==> src/rtl/panel_bus_pkg.sv <==
// Shared types and timing defaults for the front-panel bus initiator.
// Holds command encodings, FSM states and the phase-length helper.
package panel_bus_pkg;

  typedef enum logic [1:0] {
    OP_LOAD_ADDR = 2'd0,
    OP_READ      = 2'd1,
    OP_WRITE_INC = 2'd2,
    OP_DEC_ADDR  = 2'd3
  } op_e;

  typedef enum logic [2:0] {
    IDLE,
    ACQUIRE,
    SETUP,
    STROBE,
    HOLD,
    RELEASE
  } state_e;

  localparam int unsigned TMR_W = 8;

  localparam int unsigned DEF_TURN_CYCLES   = 4;
  localparam int unsigned DEF_SETUP_CYCLES  = 3;
  localparam int unsigned DEF_STROBE_CYCLES = 5;
  localparam int unsigned DEF_HOLD_CYCLES   = 2;

  // A zero-length phase would never leave its state, so it is stretched to one cycle.
  function automatic logic [TMR_W-1:0] phase_len(input int unsigned cycles);
    int unsigned c;
    c = (cycles == 0) ? 1 : cycles;
    if (c > 255) c = 255;
    return c[TMR_W-1:0];
  endfunction

endpackage

==> src/rtl/phase_timer.sv <==
// Loadable down-counter shared by the timed bus phases.
// Loading N gives a zero flag after N-1 further cycles, so a phase lasts N cycles.
module phase_timer
  import panel_bus_pkg::*;
(
  input  logic             clk,
  input  logic             rst_n,
  input  logic             load,
  input  logic [TMR_W-1:0] load_val,
  output logic             zero
);

  localparam logic [TMR_W-1:0] ONE = 1;

  logic [TMR_W-1:0] count_q, count_d;

  always_comb begin
    count_d = count_q;
    if (load) begin
      count_d = load_val - ONE;
    end else if (count_q != '0) begin
      count_d = count_q - ONE;
    end
  end

  always_ff @(posedge clk or negedge rst_n) begin
    if (!rst_n) begin
      count_q <= '0;
    end else begin
      count_q <= count_d;
    end
  end

  assign zero = (count_q == '0);

endmodule

==> src/rtl/panel_bus_master.sv <==
// Front-panel initiator on the 6502 memory bus: pointer commands plus
// single read / write-and-increment cycles while the CPU is halted.
module panel_bus_master
  import panel_bus_pkg::*;
#(
  parameter int unsigned TURN_CYCLES   = DEF_TURN_CYCLES,
  parameter int unsigned SETUP_CYCLES  = DEF_SETUP_CYCLES,
  parameter int unsigned STROBE_CYCLES = DEF_STROBE_CYCLES,
  parameter int unsigned HOLD_CYCLES   = DEF_HOLD_CYCLES
) (
  input  logic        clk,
  input  logic        rst_n,
  input  logic        grant,
  input  logic        cmd_valid,
  output logic        cmd_ready,
  input  logic [1:0]  cmd_op,
  input  logic [15:0] cmd_addr,
  input  logic [7:0]  cmd_wdata,
  output logic        done,
  output logic        err,
  output logic [15:0] ptr,
  output logic [7:0]  rdata,
  output logic        bus_drive_n,
  output logic [15:0] a_out,
  output logic        a_oe,
  output logic [7:0]  d_out,
  output logic        d_oe,
  input  logic [7:0]  d_in,
  output logic        rw_out,
  output logic        ram_cs_n
);

  localparam logic [TMR_W-1:0] TURN_LEN   = phase_len(TURN_CYCLES);
  localparam logic [TMR_W-1:0] SETUP_LEN  = phase_len(SETUP_CYCLES);
  localparam logic [TMR_W-1:0] STROBE_LEN = phase_len(STROBE_CYCLES);
  localparam logic [TMR_W-1:0] HOLD_LEN   = phase_len(HOLD_CYCLES);

  state_e      state_q;
  logic        is_read_q, turning_q, grant_lost_q;
  logic [7:0]  wdata_q;
  logic        cmd_ready_q, done_q, err_q;
  logic [15:0] ptr_q, a_out_q;
  logic [7:0]  rdata_q, d_out_q;
  logic        bus_drive_n_q, a_oe_q, d_oe_q, rw_out_q, ram_cs_n_q;

  logic             tmr_load, tmr_zero;
  logic [TMR_W-1:0] tmr_val;
  logic             accept;
  op_e              op;

  assign op     = op_e'(cmd_op);
  assign accept = cmd_valid && cmd_ready_q;

  // Turnaround counting starts on the first cycle grant is seen high.
  always_comb begin
    tmr_load = 1'b0;
    tmr_val  = TURN_LEN;
    case (state_q)
      ACQUIRE: begin
        if (!turning_q && grant) begin
          tmr_load = 1'b1;
          tmr_val  = TURN_LEN;
        end else if (turning_q && tmr_zero) begin
          tmr_load = 1'b1;
          tmr_val  = SETUP_LEN;
        end
      end
      SETUP: begin
        tmr_load = tmr_zero;
        tmr_val  = STROBE_LEN;
      end
      STROBE: begin
        tmr_load = tmr_zero;
        tmr_val  = HOLD_LEN;
      end
      default: ;
    endcase
  end

  phase_timer u_timer (
    .clk      (clk),
    .rst_n    (rst_n),
    .load     (tmr_load),
    .load_val (tmr_val),
    .zero     (tmr_zero)
  );

  always_ff @(posedge clk or negedge rst_n) begin
    if (!rst_n) begin
      state_q       <= IDLE;
      is_read_q     <= 1'b0;
      turning_q     <= 1'b0;
      grant_lost_q  <= 1'b0;
      wdata_q       <= 8'h00;
      cmd_ready_q   <= 1'b1;
      done_q        <= 1'b0;
      err_q         <= 1'b0;
      ptr_q         <= 16'h0000;
      rdata_q       <= 8'h00;
      bus_drive_n_q <= 1'b1;
      a_oe_q        <= 1'b0;
      d_oe_q        <= 1'b0;
      a_out_q       <= 16'h0000;
      d_out_q       <= 8'h00;
      rw_out_q      <= 1'b1;
      ram_cs_n_q    <= 1'b1;
    end else begin
      done_q <= 1'b0;
      err_q  <= 1'b0;
      case (state_q)
        IDLE: begin
          if (accept) begin
            case (op)
              OP_LOAD_ADDR: begin
                ptr_q  <= cmd_addr;
                done_q <= 1'b1;
              end
              OP_DEC_ADDR: begin
                ptr_q  <= ptr_q - 16'd1;
                done_q <= 1'b1;
              end
              default: begin
                is_read_q     <= (op == OP_READ);
                wdata_q       <= cmd_wdata;
                turning_q     <= 1'b0;
                grant_lost_q  <= 1'b0;
                cmd_ready_q   <= 1'b0;
                bus_drive_n_q <= 1'b0;
                state_q       <= ACQUIRE;
              end
            endcase
          end
        end
        ACQUIRE: begin
          if (!turning_q) begin
            if (grant) turning_q <= 1'b1;
          end else if (tmr_zero) begin
            state_q  <= SETUP;
            a_oe_q   <= 1'b1;
            a_out_q  <= ptr_q;
            rw_out_q <= is_read_q;
            d_oe_q   <= !is_read_q;
            if (!is_read_q) d_out_q <= wdata_q;
          end
        end
        SETUP: begin
          if (!grant) grant_lost_q <= 1'b1;
          if (tmr_zero) begin
            state_q    <= STROBE;
            ram_cs_n_q <= 1'b0;
          end
        end
        STROBE: begin
          if (!grant) grant_lost_q <= 1'b1;
          if (tmr_zero) begin
            state_q    <= HOLD;
            ram_cs_n_q <= 1'b1;
            if (is_read_q) rdata_q <= d_in;
          end
        end
        HOLD: begin
          if (!grant) grant_lost_q <= 1'b1;
          if (tmr_zero) begin
            state_q       <= RELEASE;
            a_oe_q        <= 1'b0;
            d_oe_q        <= 1'b0;
            rw_out_q      <= 1'b1;
            bus_drive_n_q <= 1'b1;
          end
        end
        RELEASE: begin
          state_q     <= IDLE;
          cmd_ready_q <= 1'b1;
          done_q      <= 1'b1;
          err_q       <= grant_lost_q;
          if (!is_read_q) ptr_q <= ptr_q + 16'd1;
        end
        default: state_q <= IDLE;
      endcase
    end
  end

  assign cmd_ready   = cmd_ready_q;
  assign done        = done_q;
  assign err         = err_q;
  assign ptr         = ptr_q;
  assign rdata       = rdata_q;
  assign bus_drive_n = bus_drive_n_q;
  assign a_out       = a_out_q;
  assign a_oe        = a_oe_q;
  assign d_out       = d_out_q;
  assign d_oe        = d_oe_q;
  assign rw_out      = rw_out_q;
  assign ram_cs_n    = ram_cs_n_q;

endmodule

==> config.mk <==
export PLATFORM = sky130hd
export DESIGN_NAME = panel_bus_master
export DESIGN_NICKNAME = d
export VERILOG_FILES = /design/src/rtl/panel_bus_pkg.sv /design/src/rtl/phase_timer.sv /design/src/rtl/panel_bus_master.sv
export SDC_FILE = /design/constraint.sdc
export NUM_CORES = 1
export LEC_CHECK = 0
export ABC_AREA = 0
export BUFFER_PORTS_ARGS = -buffer_cell sky130_fd_sc_hd__buf_4
export CAP_MARGIN = 20
export CORE_UTILIZATION = 30
export DETAILED_ROUTE_END_ITERATION = 10
export HOLD_SLACK_MARGIN = 0.08
export PLACE_DENSITY = 0.5
export SYNTH_ARGS = -nofsm -noshare
export SYNTH_HDL_FRONTEND = slang
export SYNTH_HIERARCHICAL = 1
export SYNTH_SLANG_ARGS = --single-unit
==> constraint.sdc <==
create_clock -name clk -period 3.5 [get_ports clk]
set_input_delay 0.875 -clock clk [delete_from_list [all_inputs] [get_ports clk]]
set_output_delay 0.875 -clock clk [all_outputs]
set_load 0.05 [all_outputs]
---- After elaboration in Yosys (flattened, before gate mapping) ----
Cells that the tools add are included.
W data, S select, Z words.
word-level totals
  register bits after elaboration ......... 78
  input bits .............................. 38
  output and inout port bits .............. 56
  logic and storage cells ................. 116
cells by class
  $add $sub $neg .......................... 4
  equal/unequal tests ..................... 17
  multiplexer cells ....................... 44
  bitwise logic cells ..................... 2
  reductions and logical operators ........ 31
operator list
  kind                     number
  $pmux W16 S2             2
  $mux W16                 2
  $mux W3                  9
  $pmux W1 S2              10
  $reduce_and A4 Y1        5
  $ne A2 B2 Y1 const B     9
  $reduce_and A3 Y1        6
  $mux W1                  17
  $add A16 B1 Y16 const B  1
  $mux W8                  2
  $sub A16 B1 Y16 const B  1
  $pmux W3 S5              1
  $reduce_bool A2 Y1       7
  $pmux W3 S3              1
  $logic_not A8 Y1         1
  $reduce_bool A8 Y1       1
  $sub A8 B1 Y8 const B    1
  $reduce_and A7 Y1        1
  $eq A3 B2 Y1 const B     2
  $eq A3 B3 Y1 const B     2
  $reduce_or A2 Y1         2
  $sub A3 B1 Y4 const B    1
  $eq A3 B1 Y1 const B     1
  $logic_and A1 B1 Y1      3
  8 further kinds          10

---- Longest topological paths before layout ----
  depth in word-level cells ............... 7
  gate-level depth with buffers ........... 13

---- By module ----
The synthesis kept the hierarchy.
by module, submodules not included
  module            instances  cells an instance  area each (um2)
  panel_bus_master  1          360                3763.6
  phase_timer       1          54                 581.8

---- Worst setup path before layout ----
OpenSTA, ideal clock, no wires.
  kind .................................... reg-to-reg
  start ................................... reg u_timer.count_q[5]
  end ..................................... reg u_timer.count_q[4]
  data arrival time ....................... 2.749 ns
  path slack .............................. 0.630 ns
  stages on the path, launching flop included .. 14
  path buffers ............................ 2
  clock period less this slack ............ 2.870 ns
  cell sequence ........................... dfrtp_1 > nor4_1 > and3_1 > clkbuf_1 > nand2b_1 > nor2_4 > buf_4 > a21oi_1 > nor2_1 > mux2i_4 > ha_1 > o21ai_1 > xnor2_1 > a22o_2
between the ends
  word-level cells in the longest chain between the ends .. 7
  elaborated cells between the ends (all ways) .. 12
ends and longest elaborated chain
  what                    line                    RTL
  from (decl)             phase_timer.sv:15       logic [TMR_W-1:0] count_q, count_d;
  from (signal assigned)  phase_timer.sv:30       count_q <= count_d;
  $logic_not A8 Y1        phase_timer.sv:34       assign zero = (count_q == '0);
  via tmr_zero            panel_bus_master.sv:46  logic tmr_load, tmr_zero;
  $logic_and A1 B1 Y1     panel_bus_master.sv:63  end else if (turning_q && tmr_zero) begin
  $mux W3                 panel_bus_master.sv:63
  $mux W3                 panel_bus_master.sv:60  if (!turning_q && grant) begin
  $pmux W3 S3             panel_bus_master.sv:58  case (state_q)
  via tmr_val[0]          panel_bus_master.sv:47  logic [TMR_W-1:0] tmr_val;
  $sub A3 B1 Y4           phase_timer.sv:20       count_d = load_val - ONE;
  $mux W8                 phase_timer.sv:19       if (load) begin
The timed path passes the listed nets, and every way through them passes these cells.
A chain may end at the register's enable or synchronous reset.

---- Worst setup path after layout ----
  start ................................... reg u_timer.count_q[5]
  end ..................................... reg u_timer.count_q[4]
between the ends
  elaborated cells between the ends (all ways) .. 12
RTL lines
  what                                           line
  $logic_not A8 Y1 *                             phase_timer.sv:34
  via tmr_zero                                   panel_bus_master.sv:46
  $logic_and A1 B1 Y1                            panel_bus_master.sv:63
  $mux W1                                        panel_bus_master.sv:63
  $mux W1                                        panel_bus_master.sv:60
  $pmux W1 S2 *                                  panel_bus_master.sv:58
  via tmr_load                                   panel_bus_master.sv:46
  $mux W8 or $reduce_bool A2 Y1 (tied branches)  -
Mark *: on every way through the listed nets, which the timed path passes. The rest lies on a longest branch.

==> reports/qor.csv <==
stage,metric,value,unit
cts,CTS sink count,78,
cts,post-CTS sizing,0,
yosys,synth unique cells,74,
die,die area,0.01497,sq mm
min_path,Hold Crit Class,reg -> reg,
place,RD Place Congestion,0.7851,
die,core area,0.01399,sq mm
global_route,global-route congestion overflow total,0,
sta,# setup viols final,0,
sta,crit share post-route,90.75,%
global_route,first-pass GRT wire length,18170,um
cts,CTS tree,done,
routing,drt pass-1 iters,4,
run,max_cap viols,0,
sta,final hold violation count,0,
yosys,Synth area leader,dfrtp_1,
yosys,Post-synth top flop,dfrtp_1,
routing,routed vias/inst,5.108,
yosys,"Cell Area, Synth",0.004345,sq mm
cts,H-tree lvl count,3,
cts,worst skew pair latency,0.34,ns
sta,clk_skew,0.009589,ns
yosys,"EDFF count, synth",0,
sta,final hold slack,0.4613,ns
layout,Finished Layout Cells,693,
routing,via count,3540,
power_and_ir_drop,pwr dens,780.7,mW/mm^2
yosys,#FFs+latches synth,78,
cts,number of hold buffers added after cts,0,
sta,fin. max-slew vios,0,
cts,"Reg clk slew, reported paths",0.06,ns
yosys,Synthesis Warnings,6,
sta,minimum clock period,3.176,ns
place,placed cells,676,
critical_path,WP data arrival,3.40,ns
sta,relative slew slack,48.86,%
yosys,synthesized instance count,414,
routing,DRT antenna net count,0,
power_and_ir_drop,worst ir drop on vdd,325.4,uV
sta,Total Neg Setup Slack,0,ns
sta,RSZ-0062 raised after global routing,false,
die,die span in y,122.4,um
die,Die X,122.4,um
place,port buffer count,93,
yosys,Yosys top cell area share,42.61,%
routing,first-iteration detailed-routing DRC count,183,
cts,clock root cell,clkbuf_16,
sta,Fmax,314.8,MHz
cts,setup bufs post-CTS,0,
global_route,initial antenna violation count,0,
global_route,Total Routing Usage GR,15.72,%
min_path,hold depth,2,
die,initial core utilization,31.06,%
cts,Num CTS Buffers,9,
critical_path,CP endpoint kind,flop,
critical_path,Worst Path Required,3.73,ns
layout,share of cells above drive strength 1,37.04,%
routing,Routed WL per cell,15.73,um
cts,clock tree buffer depth,2,
layout,# nets final,552,
global_route,largest net degree at the start of global routing,79,
yosys,ys async rst share,100.0,%
yosys,syn_area_per_cell,10.50,sq um
routing,WL final,10900,um
yosys,fraction of the yosys area taken by sequential cells,45.03,%
yosys,largest cells by area after synthesis,"dfrtp_1 (43%), mux2_2 (12%), a21oi_1 (2.6%), nor2_1 (2.6%), dfstp_2 (2.4%)",
critical_path,critical-path cell list,nor4_1 > and3_1 > buf_4 > nand2_1 > a21oi_2 > mux2i_4 > ha_1 > o21ai_1 > xnor2_1 > a22o_2,
critical_path,Setup CP Type,reg -> reg,
critical_path,CP startpoint kind,flop,
critical_path,FF-to-FF path depth,10,
routing,DRC viols,0,
global_route,number of global-route vias before repair,3536,
layout,Diodes inserted,0,
power_and_ir_drop,LEAKAGE,2.524,nW
sta,Worst Tran Pin Value,0.7671,ns
place,Detailed Place HPWL,7642,um
critical_path,"critical path fanouts, max",10,
critical_path,CP peak stage delay,0.66,ns
layout,Synth-to-Final Area Change,27.84,%
die,Ports,94,
outcome,status,"finished, final reports clean",
die,row count,43,
critical_path,Worst path slowest cell,a21oi_2,
## state kept, by name (all words and copies together), names as in the netlist
register / cells
a_oe: 1
a_out: 16
bus_drive_n: 1
cmd_ready: 1
d_oe: 1
d_out: 8
done: 1
err: 1
grant_lost_q: 1
is_read_q: 1
ptr: 16
ram_cs_n: 1
rdata: 8
rw_out: 1
state_q: 3
turning_q: 1
u_timer/count_q: 8
wdata_q: 8
## cells in the final DEF, fill, tap and decap left out, types with 3 or more instances in the layout
master / instances
a21o_1: 4
a21oi_1: 22
a31oi_1: 6
and2_1: 5
buf_4: 99
clkbuf_16: 9
conb_1: 11
dfrtp_1: 74
dfstp_2: 4
ha_1: 6
inv_1: 11
mux2_2: 46
mux2i_1: 4
nand2_1: 26
nand2b_1: 5
nand3_1: 14
nand4_1: 3
nor2_1: 30
nor2b_1: 5
nor3_1: 8
nor3_2: 3
nor3b_1: 3
o211ai_1: 7
o21ai_0: 21
o21ai_1: 3
o22ai_1: 6
or2_2: 3
or3_1: 3
xnor2_1: 7
xor2_1: 5
## layout make-up
class	count	area (sq um)
Fill cell	1373	8433
Multi-Input combinational cell	308	2243
Clock buffer	11	252.7
Clock inverter	5	65.06
Sequential cell	78	1957
Tap cell	180	225.2
Timing Repair Buffer	100	770.7
Inverter	11	41.29
## synth_stat cells, types with 2 or more instances
cell type	count
dfrtp_1	74
mux2_2	46
nor2_1	30
nand2_1	26
a21oi_1	23
o21ai_0	21
nand3_1	14
clkbuf_1	11
inv_1	11
buf_2	8
nor3_1	8
o211ai_1	7
xnor2_1	7
a31oi_1	6
ha_1	6
o22ai_1	6
and2_1	5
nand2b_1	5
nor2b_1	5
xor2_1	5
a21o_1	4
dfstp_2	4
mux2i_1	4
nand4_1	3
nor3_2	3
nor3b_1	3
o21ai_1	3
or2_2	3
or3_1	3
a211oi_1	2
a22oi_1	2
and3_1	2
and4_1	2
buf_1	2
buf_4	2
buf_6	2
mux2i_4	2
nand3_2	2
nor2_4	2
nor3_4	2
o211a_1	2
o21a_1	2
o221ai_1	2
o22a_1	2
## kinds of logic after synthesis
logic type	count (synthesis)	synth area share, %
muxes	53	14.14
adders and majority gates	6	1.728
buffers and inverters	38	4.290
other	1	0.08630
and+or+nand+nor	129	17.48
xor gates and xnor gates	12	2.419
DFF	78	45.03
AOI/OAI and AO/OA	97	14.83
## routing by layer
layer	share of wire, %	global-route usage (%)
met1	44	20.06
met2	49	25.95
met3	5.6	3.717
met4	0.82	5.335
met5	0	0
## power by group
part,switching (mW),total (mW),internal [mW]
clock network,0.399,0.999,0.600
logic,1.09,1.78,0.685
registers,0.367,1.56,1.19
total,1.86,4.34,2.48
## worst max-delay path, delay by kind of cell, from the launching register on
kind / cells / cell delay (ns)
compound gates: 3 / 1.04
simple gates: 3 / 0.65
flops: 1 / 0.42
mux: 1 / 0.37
fa+ha+maj: 1 / 0.29
buf+inv: 1 / 0.16
xor+xnor: 1 / 0.14
## worst paths after layout
path / endpoint / slack, ns / start
max in group asynchronous: rw_out / 2.38 / rst_n
setup / recovery: u_timer/count_q[4] / 0.32 / u_timer/count_q[5]
hold reg to reg: rw_out / 0.46 / rw_out
setup reg to reg: u_timer/count_q[4] / 0.32 / u_timer/count_q[5]
hold / removal: rw_out / 0.46 / rw_out
min in group asynchronous: a_out[0] / 0.48 / rst_n
## stage by stage
| stage | cell area (sq um) | setup WS [ns] | utilization, % | total power [mW] |
|---|---|---|---|---|
| after global routing | 5555 | 0.05915 | 39.71 | 4.616 |
| after floorplan | 4383 | 0.6301 | - | 2.843 |
| after CTS | 5528 | 0.3041 | 39.52 | 4.396 |
| after detailed placement | 5210 | 0.3177 | 37.25 | 3.364 |
| final | 5555 | 0.3237 | 39.71 | 4.337 |
| after global placement | 5210 | 0.4087 | 37.25 | 3.324 |
No activity file was read; power rests on OpenSTA's default activity.
